$ cat config.mk
export PLATFORM = sky130hd
export DESIGN_NAME = hpm_sampler
export DESIGN_NICKNAME = d
export VERILOG_FILES = /design/src/rtl/hpm_sampler_pkg.sv /design/src/rtl/hpm_sample_fifo.sv /design/src/rtl/hpm_sampler.sv
export SDC_FILE = /design/constraint.sdc
export NUM_CORES = 1
export LEC_CHECK = 0
export CAP_MARGIN = 20
export CORE_AREA = 2 2 168 170
export DETAILED_ROUTE_END_ITERATION = 16
export DIE_AREA = 0 0 170 172
export PLACE_DENSITY = 0.79
export SYNTH_ARGS = -nofsm -noshare
export SYNTH_HDL_FRONTEND = slang
export SYNTH_SLANG_ARGS = --single-unit
$ cat constraint.sdc
create_clock -name clk_i -period 4.2 [get_ports clk_i]
set_input_delay 0.84 -clock clk_i [delete_from_list [all_inputs] [get_ports clk_i]]
set_output_delay 0.84 -clock clk_i [all_outputs]
set_load 0.005 [all_outputs]
$ cat src/rtl/hpm_sampler_pkg.sv
// Shared types and constants for the HPM counter sampler.
// HPM_SAMPLER_TIMESTAMP_EN adds a per-scan timestamp field to each sample.
package hpm_sampler_pkg;

    localparam int          HPM_NUM_CNT       = 6;
    localparam logic [11:0] HPM_CNT_BASE_ADDR = 12'hB03;

    typedef enum logic [1:0] {
        IDLE = 2'd0,
        WAIT = 2'd1,
        SCAN = 2'd2
    } hpm_state_e;

    typedef struct packed {
        logic [2:0]  idx;
        logic [63:0] data;
`ifdef HPM_SAMPLER_TIMESTAMP_EN
        logic [31:0] ts;
`endif
    } hpm_sample_t;

endpackage

$ cat src/rtl/hpm_sample_fifo.sv
// First-word fall-through sample buffer; head reads as zero while empty.
module hpm_sample_fifo
    import hpm_sampler_pkg::*;
#(
    parameter int DEPTH = 4
) (
    input  logic        clk_i,
    input  logic        rst_ni,
    input  logic        push,
    input  logic        pop,
    input  hpm_sample_t wdata,
    output hpm_sample_t rdata,
    output logic        full,
    output logic        empty
);
    localparam int AW = $clog2(DEPTH);

    hpm_sample_t   mem [DEPTH];
    logic [AW-1:0] wptr;
    logic [AW-1:0] rptr;
    logic [AW:0]   count;

    always_ff @(posedge clk_i or negedge rst_ni) begin
        if (!rst_ni) begin
            wptr  <= '0;
            rptr  <= '0;
            count <= '0;
        end else begin
            if (push) wptr <= wptr + 1'b1;
            if (pop)  rptr <= rptr + 1'b1;
            case ({push, pop})
                2'b10:   count <= count + 1'b1;
                2'b01:   count <= count - 1'b1;
                default: ;
            endcase
        end
    end

    always_ff @(posedge clk_i) begin
        if (push) mem[wptr] <= wdata;
    end

    assign full  = (count == (AW+1)'(DEPTH));
    assign empty = (count == '0);
    assign rdata = empty ? '0 : mem[rptr];

endmodule

$ cat src/rtl/hpm_sampler.sv
// Periodic scanner of mhpmcounter3..8 into a sample stream with drop accounting.
// HPM_SAMPLER_TIMESTAMP_EN builds the free-running timestamp counter.
//
// state | meaning
// IDLE  | sampling disabled; timer loads on enable
// WAIT  | timer counting down to the next scan
// SCAN  | reading one selected counter per non-stalled cycle
module hpm_sampler
    import hpm_sampler_pkg::*;
#(
    parameter int FIFO_DEPTH = 4,
    parameter int NUM_CNT    = HPM_NUM_CNT
) (
    input  logic               clk_i,
    input  logic               rst_ni,
    input  logic               enable_i,
    input  logic [31:0]        period_i,
    input  logic [NUM_CNT-1:0] cnt_mask_i,
    input  logic               csr_busy_i,
    output logic               pc_req_o,
    output logic [11:0]        pc_addr_o,
    input  logic [63:0]        pc_data_i,
    output logic               smp_valid_o,
    input  logic               smp_ready_i,
    output logic [2:0]         smp_idx_o,
    output logic [63:0]        smp_data_o,
    output logic [31:0]        smp_ts_o,
    output logic               drop_o,
    output logic [7:0]         drop_cnt_o
);
    // {found, index} of the lowest set mask bit at or above start
    function automatic logic [3:0] next_sel(input logic [NUM_CNT-1:0] mask, input int start);
        logic [3:0] r;
        r = '0;
        for (int k = NUM_CNT - 1; k >= 0; k--) begin
            if (mask[k] && (k >= start)) r = {1'b1, 3'(k)};
        end
        return r;
    endfunction

    hpm_state_e         state;
    logic [31:0]        timer;
    logic [2:0]         idx;
    logic [NUM_CNT-1:0] mask_q;
    logic               en_q;
    logic [31:0]        reload;
    logic [3:0]         first_sel;
    logic [3:0]         scan_sel;
    logic               push, pop, full, empty, drop_event;
    hpm_sample_t        wdata, rdata;

    assign reload     = (period_i == 32'd0) ? 32'd0 : period_i - 32'd1;
    assign first_sel  = next_sel(cnt_mask_i, 0);
    assign scan_sel   = next_sel(mask_q, int'(idx) + 1);

    assign pc_req_o   = enable_i && (state == SCAN) && !csr_busy_i;
    assign pc_addr_o  = pc_req_o ? HPM_CNT_BASE_ADDR + {9'd0, idx} : 12'd0;
    assign pop        = !empty && smp_ready_i;
    assign push       = pc_req_o && (!full || pop);
    assign drop_event = pc_req_o && full && !pop;

    always_ff @(posedge clk_i or negedge rst_ni) begin
        if (!rst_ni) begin
            state      <= IDLE;
            timer      <= '0;
            idx        <= '0;
            mask_q     <= '0;
            en_q       <= 1'b0;
            drop_o     <= 1'b0;
            drop_cnt_o <= '0;
        end else begin
            en_q <= enable_i;
            if (enable_i && !en_q) begin
                drop_o     <= 1'b0;
                drop_cnt_o <= '0;
            end else if (drop_event) begin
                drop_o <= 1'b1;
                if (drop_cnt_o != 8'hFF) drop_cnt_o <= drop_cnt_o + 8'd1;
            end

            if (!enable_i) begin
                state <= IDLE;
            end else begin
                case (state)
                    IDLE: begin
                        timer <= reload;
                        state <= WAIT;
                    end
                    WAIT: begin
                        if (timer != 32'd0) begin
                            timer <= timer - 32'd1;
                        end else if (first_sel[3]) begin
                            state  <= SCAN;
                            idx    <= first_sel[2:0];
                            mask_q <= cnt_mask_i;
                        end else begin
                            timer <= reload;
                        end
                    end
                    SCAN: begin
                        if (pc_req_o) begin
                            if (scan_sel[3]) begin
                                idx <= scan_sel[2:0];
                            end else begin
                                timer <= reload;
                                state <= WAIT;
                            end
                        end
                    end
                    default: state <= IDLE;
                endcase
            end
        end
    end

`ifdef HPM_SAMPLER_TIMESTAMP_EN
    logic [31:0] ts_cnt;
    logic [31:0] ts_q;
    logic        first_q;

    always_ff @(posedge clk_i or negedge rst_ni) begin
        if (!rst_ni) begin
            ts_cnt  <= '0;
            ts_q    <= '0;
            first_q <= 1'b0;
        end else begin
            ts_cnt <= ts_cnt + 32'd1;
            if (state == WAIT && timer == 32'd0 && first_sel[3] && enable_i) first_q <= 1'b1;
            else if (pc_req_o) first_q <= 1'b0;
            if (pc_req_o && first_q) ts_q <= ts_cnt;
        end
    end
`endif

    always_comb begin
        wdata      = '0;
        wdata.idx  = idx;
        wdata.data = pc_data_i;
`ifdef HPM_SAMPLER_TIMESTAMP_EN
        wdata.ts   = first_q ? ts_cnt : ts_q;
`endif
    end

    hpm_sample_fifo #(.DEPTH(FIFO_DEPTH)) u_fifo (
        .clk_i  (clk_i),
        .rst_ni (rst_ni),
        .push   (push),
        .pop    (pop),
        .wdata  (wdata),
        .rdata  (rdata),
        .full   (full),
        .empty  (empty)
    );

    assign smp_valid_o = !empty;
    assign smp_idx_o   = rdata.idx;
    assign smp_data_o  = rdata.data;
`ifdef HPM_SAMPLER_TIMESTAMP_EN
    assign smp_ts_o    = rdata.ts;
`else
    assign smp_ts_o    = 32'd0;
`endif

endmodule

==> impl_metrics.env, run 1 <==
export IMPL_cts_sinks=328
export IMPL_clkLatencyLatePin_ps=500
export IMPL_fp_dieW_um=170
export IMPL_dieArea_sq_mm=0.0292
export IMPL_power_frac_comb=0.288
export IMPL_numCtsBuffers=35
export IMPL_tns_ps=0
export IMPL_wl_per_cell_um=19.5
export IMPL_drive_gt1_frac=0.136
export IMPL_cp_end_kind="primary output"
export IMPL_path_class="register to primary output"
export IMPL_internal_power_mw=7.06
export IMPL_switchingPower_mw=2.41
export IMPL_slowest_stage="dfrtp_4"
export IMPL_slew_headroom=0.269
export IMPL_ys_warn_count=0
export IMPL_synth_cell_types=66
export IMPL_path_buf_inv=2
export IMPL_synth_top_area_share=0.549
export IMPL_worst_slew_pin_slew_ps=1100
export IMPL_grtUsageTotal=0.208
export IMPL_worstPathCellList="buf_12 -> mux4_2 -> and2_1 -> clkdlybuf4s50_1"
export IMPL_place_gp_congestion=0.866
export IMPL_drv_cap=0
export IMPL_ys_seq_elements=328
export IMPL_grt_ovfl_total=0
export IMPL_synth_edff_count=268
export IMPL_utilization=0.656
export IMPL_wirelength_mm=30.3
export IMPL_grt_max_degree=57
export IMPL_vias=8866
export IMPL_root_buffer="clkbuf_16"
export IMPL_final_min_clock_period_ps=3660
export IMPL_ir_drop_v=0.000297
export IMPL_rows=61
export IMPL_fmax_mhz=273
export IMPL_timing_hold_ws_ps=393
export IMPL_cts_buffer_depth=3
export IMPL_netlist_area_sq_mm=0.0146
export IMPL_crit_family="flip-flops"
export IMPL_antenna_found_initial=3
export IMPL_crit_required_ps=3360
export IMPL_synth_top_flop_cell="edfxtp_1"
export IMPL_syn_inst=979
export IMPL_power_total_mw=9.47
export IMPL_cts_clk_slew_worst_paths_ps=60
export IMPL_arrival_ps=2820
export IMPL_cp_max_fo=30
export IMPL_nFillCells=1953
export IMPL_multi_input_area_sq_mm=0.00468
export IMPL_syn_to_final_growth_pct=23.0
export IMPL_io_pins=229
export IMPL_setup_worst_path_start_class="register"
export IMPL_finalHoldViolCount=0
export IMPL_synth_area_leaders="edfxtp_1 55%, mux4_2 10%, dfrtp_1 10%"
export IMPL_htree_levels=2
export IMPL_seq_area_frac_synth=0.652
export IMPL_post_cts_buffers=0
export IMPL_dr_first_iter_drc_count=717
export IMPL_die_height_um=172
export IMPL_async_flop_share=0.183
export IMPL_port_buffers=191
export IMPL_drtAntennaViolNets=0
export IMPL_cts_resized=0
export IMPL_via_per_inst=5.71
export IMPL_core_sq_mm=0.0275
export IMPL_first_pass_iters=5
export IMPL_regArea_sq_mm=0.00955
export IMPL_finalCritPeriodShare=0.871
export IMPL_seqPwrFrac=0.405
export IMPL_p_per_area_mw_per_mm2=526
export IMPL_outcome="complete, no violations"
export IMPL_skew_ps=10.6
export IMPL_critPathMaxStageDelay_ps=840
export IMPL_dp_hpwl_mm=20.3
export IMPL_cts_tree="done"
export IMPL_drv_slew=0
export IMPL_drc_errors=0
export IMPL_sw_frac_of_total=0.255
export IMPL_grt_pass1_vias=8823
export IMPL_setup_viol=0
export IMPL_synth_largest_area_cell="edfxtp_1"
export IMPL_syn_area_per_cell_sq_um=15.0
export IMPL_final_nets=1302
export IMPL_rsz0062_at_grt="false"
export IMPL_p_leak_nw=6.17
export IMPL_grt_pass1_wl_mm=47.2
export IMPL_initial_core_util=0.533
export IMPL_ctsHoldBuffers=0
export IMPL_hold_path_class="input pin to asynchronous set/reset pin"
export IMPL_pwr_share_clk=0.307
-- per-stage QoR --
step,setup WS (ps),cells,instance area [sq um]
after CTS,455,1550,18000
after global routing,356,1550,18000
after global placement,373,1489,16900
after floorplan,651,1015,14800
after detailed placement,335,1489,16900
final,542,1554,18000
-- per-layer routing --
layer / track usage / part of all wire / vias up
met5: 0 / 0.00043 / -
met4: 0.0546 / 0.018 / 2
met3: 0.0449 / 0.070 / 44
met2: 0.364 / 0.51 / 307
met1: 0.267 / 0.41 / 4417
li1: - / - / 4096
-- cells in the mapped netlist (21+ instances only) --
cell type / count
edfxtp_1: 268
and2_1: 76
mux4_2: 67
nor2_1: 66
dfrtp_1: 60
buf_4: 40
o21ai_0: 38
clkbuf_1: 32
a21oi_1: 31
nand2_1: 29
inv_1: 25
nor3_1: 25
xor2_1: 21
-- cells by family after synthesis --
logic type / count (synthesis) / synth area share
buf+inv: 109 / 0.0393
simple gates: 280 / 0.104
fa+ha+maj: 15 / 0.0133
compound gates: 126 / 0.0544
mux: 79 / 0.112
flops: 328 / 0.652
other cells: 1 / 0.000256
xor+xnor: 41 / 0.0245
-- power groups by stage --
stage	logic [mW]	clock network (mW)	registers, mW
final	2.73	2.91	3.83
after global routing	2.95	3.11	3.87
after CTS	2.77	2.98	3.84
after detailed placement	2.76	0	3.91
after global placement	2.71	0	3.90
after floorplan	1.56	0	3.75
-- final cells by class --
class | instances | area share
sequential | 328 | 0.530
multi-input combinational | 578 | 0.260
timing repair buffer | 212 | 0.119
clock buffer | 46 | 0.0532
tap | 346 | 0.0240
clock inverter | 15 | 0.00771
inverter | 25 | 0.00521
antenna | 4 | 0.000556
-- sequential cells by signal, indices dropped and copies added (netlist names) --
name          cells
idx               3
timer            32
u_fifo.mem      268
u_fifo.count      3
mask_q            6
drop_cnt_o        8
en_q              1
u_fifo.wptr       2
drop_o            1
state             2
u_fifo.rptr       2
-- cell usage in the layout (no fill, tap or decap), types with 18 or more instances in the layout --
master           instances
xnor2_1                 20
nor2_1                  66
o21ai_0                 38
inv_1                   25
dfrtp_1                 58
nor3_1                  25
conb_1                  37
nand2_1                 29
clkdlybuf4s50_1        190
xor2_1                  21
a21oi_1                 31
clkbuf_16               36
mux4_2                  67
nor4_1                  18
and2_1                  72
edfxtp_1               268
-- worst register-to-register path, delay by kind of cell, from the launching register on --
| kind | cells | cell delay [ps] |
|---|---|---|
| AO/OA/AOI/OAI | 3 | 1240 |
| adder cells (fa/ha/maj) | 1 | 400 |
| buffers and inverters | 1 | 120 |
| flip-flops | 1 | 550 |
| AND/OR/NAND/NOR | 4 | 580 |
-- path summary, 6_finish.rpt --
path | start | endpoint | slack [ps] | cells past startpoint
min in group clk_i | u_fifo.count[2] | u_fifo.count[2] | 490 | 1
worst min-delay path | rst_ni | drop_cnt_o[4] | 390 | 1
worst max register to register | idx[0] | timer[31] | 1240 | 9
max in group asynchronous | rst_ni | timer[4] | 2920 | 2
worst min register to register | u_fifo.count[2] | u_fifo.count[2] | 490 | 1
worst max-delay path | u_fifo.rptr[0] | smp_data_o[52] | 540 | 4
(Power assumes the default switching activity.)
==> run 2, diff against run 1 <==
--- a/constraint.sdc
+++ b/constraint.sdc
@@ -3,2 +3,2 @@
 set_output_delay 0.84 -clock clk_i [all_outputs]
-set_load 0.005 [all_outputs]
+set_load 0.1 [all_outputs]
==> impl_metrics.env, run 2 (same netlist as run 1, synthesis figures left out) <==
export IMPL_outcome="complete, no violations"
export IMPL_grt_max_degree=56
export IMPL_grt_use_met2=0.352
export IMPL_initial_core_util=0.533
export IMPL_fmax_mhz=281
export IMPL_timing_hold_ws_ps=419
export IMPL_power_frac_comb=0.457
export IMPL_r2r_end="timer[23]"
export IMPL_root_buffer="clkbuf_16"
export IMPL_crit_family="flip-flops"
export IMPL_cts_clk_slew_worst_paths_ps=60
export IMPL_grt_ovfl_total=0
export IMPL_syn_to_final_growth_pct=21.9
export IMPL_rsz0062_at_grt="false"
export IMPL_sw_frac_of_total=0.449
export IMPL_top_regs="u_fifo.mem x268, timer x32, drop_cnt_o x8"
export IMPL_internal_power_mw=6.91
export IMPL_finalCritPeriodShare=0.848
export IMPL_hold_path_class="input pin to asynchronous set/reset pin"
export IMPL_regArea_sq_mm=0.00955
export IMPL_cts_resized=0
export IMPL_arrival_ps=2720
export IMPL_core_sq_mm=0.0275
export IMPL_path_class="register to primary output"
export IMPL_numCtsBuffers=34
export IMPL_r2r_start="timer[22]"
export IMPL_p_per_area_mw_per_mm2=703
export IMPL_setup_worst_path_start_class="register"
export IMPL_pwr_share_clk=0.236
export IMPL_drv_slew=0
export IMPL_drc_errors=0
export IMPL_grt_pass1_wl_mm=47.0
export IMPL_worstSetupPathDepth=4
export IMPL_largest_register="u_fifo.mem"
export IMPL_ir_drop_v=0.000322
export IMPL_port_buffers=191
export IMPL_busiest_layer="met2"
export IMPL_nFillCells=1930
export IMPL_switchingPower_mw=5.64
export IMPL_slowest_stage="dfrtp_4"
export IMPL_wl_per_cell_um=19.5
export IMPL_path_buf_inv=2
export IMPL_grt_use_met3=0.0469
export IMPL_antenna_found_initial=3
export IMPL_grtUsageTotal=0.207
export IMPL_clkLatencyLatePin_ps=510
export IMPL_p_leak_nw=6.25
export IMPL_slew_headroom=0.334
export IMPL_grtUsageMet1=0.273
export IMPL_crit_required_ps=3360
export IMPL_vias=8782
export IMPL_power_total_mw=12.6
export IMPL_dp_hpwl_mm=19.8
export IMPL_cts_tree="done"
export IMPL_multi_input_area_sq_mm=0.00468
export IMPL_r2r_slack_ps=1150
export IMPL_final_min_clock_period_ps=3560
export IMPL_ctsHoldBuffers=0
export IMPL_drtAntennaViolNets=0
export IMPL_setup_viol=0
export IMPL_dr_first_iter_drc_count=657
export IMPL_grt_pass1_vias=8642
export IMPL_io_pins=229
export IMPL_cts_buffer_depth=3
export IMPL_setup_worst_path_start="u_fifo.rptr[0]"
export IMPL_drive_gt1_frac=0.197
export IMPL_final_cell_mix="268 x edfxtp_1, 114 x clkdlybuf4s50_1, 84 x buf_4"
export IMPL_first_pass_iters=5
export IMPL_drv_cap=0
export IMPL_worst_slew_pin_slew_ps=997
export IMPL_rows=61
export IMPL_wirelength_mm=30.3
export IMPL_ff2ff_path_depth=7
export IMPL_skew_ps=15.1
export IMPL_place_gp_congestion=0.864
export IMPL_cp_end_kind="primary output"
export IMPL_via_per_inst=5.67
export IMPL_utilization=0.650
export IMPL_dieArea_sq_mm=0.0292
export IMPL_mostFrequentLayoutCell="edfxtp_1"
export IMPL_cp_max_fo=42
export IMPL_die_height_um=172
export IMPL_critPathMaxStageDelay_ps=800
export IMPL_worstPathCellList="buf_12 -> mux4_2 -> and2_1 -> buf_4"
export IMPL_post_cts_buffers=0
export IMPL_finalHoldViolCount=0
export IMPL_final_nets=1298
export IMPL_tns_ps=0
export IMPL_largest_register_ffs=268
export IMPL_seqPwrFrac=0.307
export IMPL_cts_sinks=328
export IMPL_htree_levels=2
export IMPL_fp_dieW_um=170
## run 2: cell types whose count changed in the layout (fill, tap and decap cells not counted), moves of 3 or more
cell             delta
inv_6               -3
clkdlybuf4s50_1    -76
clkinv_1            +3
buf_4              +70
clkbuf_1            -3
buf_12              +3
## run 2: power by group through the flow
stage               registers (mW)  clock network (mW)  logic, mW
CTS                           3.86                3.01       5.78
finish                        3.85                2.96       5.74
global placement              3.91                   0       5.74
floorplan                     3.75                   0       4.78
detailed placement            3.92                   0       5.77
global route                  3.88                3.16       5.95
## run 2: area by class of cell
type                    count  share of cell area
repair buffers            209               0.111
inverters                  25             0.00526
diodes                      3            0.000420
well taps                 346              0.0242
multi-input cells         578               0.262
flip-flops and latches    328               0.535
clock buffers              43              0.0524
clock inverters            18             0.00995
## run 2: worst max-delay path by stage
stage / endpoint
global placement: timer[24]
global route: smp_data_o[33]
floorplan: u_fifo.mem[0][0]
CTS: smp_data_o[33]
finish: smp_data_o[33]
detailed placement: timer[17]
## run 2: stage by stage
stage | area, sq um | instances | setup slack [ps]
global placement | 16700 | 1486 | 392
detailed placement | 16700 | 1486 | 344
floorplan | 14800 | 1015 | 651
CTS | 17800 | 1547 | 564
global route | 17800 | 1548 | 458
finish | 17900 | 1550 | 637
## run 2: layer usage
layer | up-vias | wire (um)
li1 | 4080 | -
met1 | 4318 | 12300
met2 | 338 | 15000
met3 | 44 | 2460
met4 | 2 | 525
met5 | - | 13
